**src/rtl/data_mem_arbiter.sv**
```systemverilog
// Arbitrates the single-port data memory between the MEM stage and the debug/loader port.
// The CPU wins ties; a starved debug request is force-granted and stalls the CPU for one cycle.
module data_mem_arbiter #(
  parameter int STARVE_LIMIT = 4
) (
  input  logic        clk,
  input  logic        rst_n,
  input  logic        cpu_req,
  input  logic        cpu_we,
  input  logic [31:0] cpu_addr,
  input  logic [31:0] cpu_wdata,
  output logic [31:0] cpu_rdata,
  output logic        cpu_stall,
  input  logic        dbg_req,
  input  logic        dbg_we,
  input  logic [31:0] dbg_addr,
  input  logic [31:0] dbg_wdata,
  output logic        dbg_ack,
  output logic [31:0] dbg_rdata,
  output logic [31:0] mem_a,
  output logic [31:0] mem_d,
  output logic        mem_we,
  input  logic [31:0] mem_spo
);

  localparam int CW = (STARVE_LIMIT > 0) ? $clog2(STARVE_LIMIT + 1) : 1;
  localparam logic [CW-1:0] LIMIT = CW'(STARVE_LIMIT);

  localparam logic [1:0] S_IDLE = 2'd0;
  localparam logic [1:0] S_WAIT = 2'd1;
  localparam logic [1:0] S_ACK  = 2'd2;

  logic [1:0]    state, state_nxt;
  logic [CW-1:0] wait_cnt, wait_cnt_nxt;
  logic          starved;
  logic          grant_dbg;

  assign starved   = (wait_cnt == LIMIT);
  assign grant_dbg = ((state == S_IDLE) || (state == S_WAIT)) && dbg_req && (!cpu_req || starved);

  // rst_n gates the write/stall outputs so nothing leaks to memory or pipeline during reset
  assign mem_a     = grant_dbg ? dbg_addr  : cpu_addr;
  assign mem_d     = grant_dbg ? dbg_wdata : cpu_wdata;
  assign mem_we    = rst_n && (grant_dbg ? dbg_we : (cpu_req && cpu_we));
  assign cpu_stall = rst_n && grant_dbg && cpu_req;
  assign cpu_rdata = mem_spo;

  always_comb begin
    state_nxt    = S_IDLE;
    wait_cnt_nxt = '0;
    if (state == S_ACK) begin
      state_nxt    = S_IDLE;
      wait_cnt_nxt = '0;
    end else if (grant_dbg) begin
      state_nxt    = S_ACK;
      wait_cnt_nxt = '0;
    end else if (dbg_req) begin
      state_nxt    = S_WAIT;
      wait_cnt_nxt = starved ? wait_cnt : wait_cnt + CW'(1);
    end
  end

  always_ff @(posedge clk or negedge rst_n) begin
    if (!rst_n) begin
      state     <= S_IDLE;
      wait_cnt  <= '0;
      dbg_ack   <= 1'b0;
      dbg_rdata <= '0;
    end else begin
      state    <= state_nxt;
      wait_cnt <= wait_cnt_nxt;
      dbg_ack  <= grant_dbg;
      if (grant_dbg) dbg_rdata <= mem_spo;
    end
  end

endmodule

```
**config.mk**
```make
export PLATFORM = sky130hd
export DESIGN_NAME = data_mem_arbiter
export DESIGN_NICKNAME = d
export VERILOG_FILES = /design/src/rtl/data_mem_arbiter.sv
export SDC_FILE = /design/constraint.sdc
export NUM_CORES = 1
export LEC_CHECK = 0
export ABC_AREA = 0
export CAP_MARGIN = 20
export CORE_AREA = 2 2 116 118
export CTS_CLUSTER_SIZE = 16
export DETAILED_ROUTE_END_ITERATION = 6
export DIE_AREA = 0 0 118 120
export MAX_ROUTING_LAYER = met4
export REMOVE_ABC_BUFFERS = 1
export SYNTH_ARGS = -nofsm -noshare
export SYNTH_HDL_FRONTEND = slang
export SYNTH_SLANG_ARGS = --single-unit
```
**constraint.sdc**
```tcl
create_clock -name clk -period 2.77 [get_ports clk]
set_clock_uncertainty 0.05 [all_clocks]
set_input_delay 0.554 -clock clk [delete_from_list [all_inputs] [get_ports clk]]
set_output_delay 0.554 -clock clk [all_outputs]
set_load 0.03 [all_outputs]
```
==> reports/results.ini, run 1 <==
[yosys]
async_flop_share=1.000
synth-edff-count=0
yosys.cell_types.count=21
synth_xor_area_frac=0.003474
synth_top_area_share=0.3975
synth_compound_area_frac=0.02134
ys_ff_latch=38
syn_inst=197
synth_top_area_cell=mux2_2
ys_seq_area_frac=0.3772
synth_area_sq_um=2521
synth_top_family_by_area=multiplexers
ys_warn_count=0
synth_flop_cell=dfrtp_1
synth-simple-area-share=0.02432
synth_common_cells=mux2_2, buf_4, dfrtp_1
synth_area_per_cell_sq_um=12.80
synth_most_common_cell=mux2_2
synthTopCellsByArea=mux2_2, dfrtp_1, buf_4
synth.area.mux_share=0.4328
synth_fa_ha_area_frac=0.009926

[layout]
nFillCells=1276
drive_above_1_share=0.4025
syn2layout_area_growth_pct=126.8
fin_util=0.4406
nets=655

[run]
cap_violations=0

[worst_setup_path]
ff2ff_path_depth=9
crit_path_cell_trace=inv_1, ha_2, nand2_2, a21oi_4, buf_12, buf_12, buf_4, mux2_1, buf_2
cp_common_cell=buf_12
crit_fanout=5
slowest_delay_ns=0.39
critPathKind=reg -> out
crit_path_end_kind=primary output
cp_slowest_cell=dfrtp_1
crit_required_ns=2.17
startpoint_type=flop
arrival_ns=2.09

[route]
drt-wirelength-per-cell_um=18.42
routed_via_density=4.045
num_vias=2686
routed_wl_um=12230
ant_nets=0
drt_iter0_drc=81
drcViolationCount=0
drt_pre_antenna_iters=4

[sta]
slew_violations=0
finalCritPeriodShare=0.9715
worst_pin_slew_ns=0.3979
period_needed_ns=2.691
hold_viol=0
max_freq_mhz=371.6
hold_ws_ns=0.04647
rsz0062_at_grt=yes
setup_viol=0
slew_headroom=0.7347

[place]
gp_congestion=0.8661
io_buffer_count=296
place_hpwl_um=9862

[clocking]
clock-sinks=38
clkLatencyLatePin_ns=0.27
cts_tree=built
cts_buffers=5
clock_path_buffers=2
cts_max_level=2
cts_root_buf=clkbuf_16
hold_buffers=0
clk_pin_slew_worst_paths_ns=0.06

[floorplan]
core_sq_um=12980
io_pins=297
row_count=42
start_util=0.1942
dieWidth_um=118
dieArea_sq_um=14160
die_y_um=120

[power_and_ir_drop]
power_w=0.002628
peakVddDrop_uv=310.5
power_density_nw_per_um2=459.5
power.internal_w=0.001738
p_sw_w=0.0008895
swShare=0.3385
p_seq_frac=0.261
combinationalPowerShare=0.487
p_leak_nw=2.372
clkPwrFrac=0.252

[global_routing]
grt_pass1_wl_um=17920
overflow=0
grt_max_degree=31
antenna_found_initial=1
grt_usage=0.1684
grt_pass1_vias=2967

[status]
status=finished, final reports clean

[min_path]
hold_class=in -> async

[state kept, by name, indices dropped and copies added, names as in the netlist]
signal / cells
wait_cnt: 3
dbg_rdata: 32
state: 2
dbg_ack: 1
[critical path: cells and delay by family (launching register included)]
family                   cells  cell delay, ns
buffers and inverters        5            0.66
AND/OR/NAND/NOR              1            0.08
multiplexers                 1            0.32
flip-flops                   1            0.39
adder cells (fa/ha/maj)      1            0.18
AO/OA/AOI/OAI                1            0.17
[cell type report]
class	count	area, sq um	share of cell area
repair buffers	325	3119	0.5454
flip-flops and latches	38	950.9	0.1663
well taps	176	220.2	0.03850
clock inverters	1	30.03	0.005250
multi-input cells	115	1250	0.2186
clock buffers	6	138.9	0.02428
diodes	1	2.502	0.0004375
inverters	2	7.507	0.001313
[kinds of logic after synthesis]
group,Yosys count
adders and majority gates,2
AOI/OAI and AO/OA,6
xor gates and xnor gates,1
buffers and inverters,44
and+or+nand+nor,9
DFF,38
muxes,97
[through the flow]
step	worst slack, ns	cells	area (sq um)	setup TNS, ns
3_5_place_dp	-0.3898	639	5421	-19.00
6_report	0.07907	664	5719	0
4_1_cts	-0.04588	660	5816	-0.4354
5_1_grt	0.0002980	664	5719	0
3_3_place_gp	-0.3643	639	5421	-18.95
2_1_floorplan	-0.7217	155	2198	-53.84
[power groups by stage]
stage / combinational (W) / clock [W] / sequential (W)
final: 0.00128 / 0.000661 / 0.000687
after global placement: 0.00127 / 0 / 0.000691
after CTS: 0.00130 / 0.000683 / 0.000688
after floorplan: 0.000363 / 0 / 0.000865
after global routing: 0.00134 / 0.000705 / 0.000700
after detailed placement: 0.00127 / 0 / 0.000697
[layer usage]
metal / global-route usage / vias up / part of all wire
li1: - / 1253 / -
met1: 0.1933 / 1269 / 0.40
met2: 0.2834 / 145 / 0.50
met3: 0.05656 / 19 / 0.082
met4: 0.04292 / 0 / 0.021
met5: - / - / 0
[timing repair]
action | 4_1_cts | 5_1_grt
cloned | 2 | 1
buffers inserted | 12 | 2
gates resized for setup | 123 | 96
pin swaps | 0 | 1
setup endpoints to repair | 64 | 63
[final timing paths]
kind,to,slack [ns],from
min in group clk,dbg_rdata[20],0.46,dbg_rdata[20]
setup / recovery,mem_d[26],0.08,wait_cnt[1]
hold / removal,state[1],0.05,rst_n
setup reg to reg,dbg_rdata[2],0.74,wait_cnt[1]
max in group asynchronous,dbg_rdata[9],2.12,rst_n
hold reg to reg,dbg_rdata[20],0.46,dbg_rdata[20]
[layout by cell type, fill, tap and decap left out, types with 2 or more instances in the layout]
| cell type | n |
|---|---|
| mux2_2 | 87 |
| inv_1 | 2 |
| mux2_1 | 7 |
| clkbuf_2 | 2 |
| buf_4 | 34 |
| nor3b_1 | 3 |
| dfrtp_1 | 38 |
| buf_16 | 3 |
| mux2_4 | 2 |
| buf_6 | 17 |
| buf_12 | 4 |
| nor2b_1 | 2 |
| clkdlybuf4s50_1 | 227 |
| buf_2 | 34 |
| clkbuf_16 | 6 |
Power figures use the tool's default switching activity.
==> inputs of run 2 (changes only) <==
--- a/config.mk
+++ b/config.mk
@@ -11,6 +11,7 @@
 export CTS_CLUSTER_SIZE = 16
 export DETAILED_ROUTE_END_ITERATION = 6
 export DIE_AREA = 0 0 118 120
+export GPL_ROUTABILITY_DRIVEN = 0
 export MAX_ROUTING_LAYER = met4
 export REMOVE_ABC_BUFFERS = 1
 export SYNTH_ARGS = -nofsm -noshare
==> results of run 2 <==
The final DEF is identical to that of run 1; final timing and power are the same.
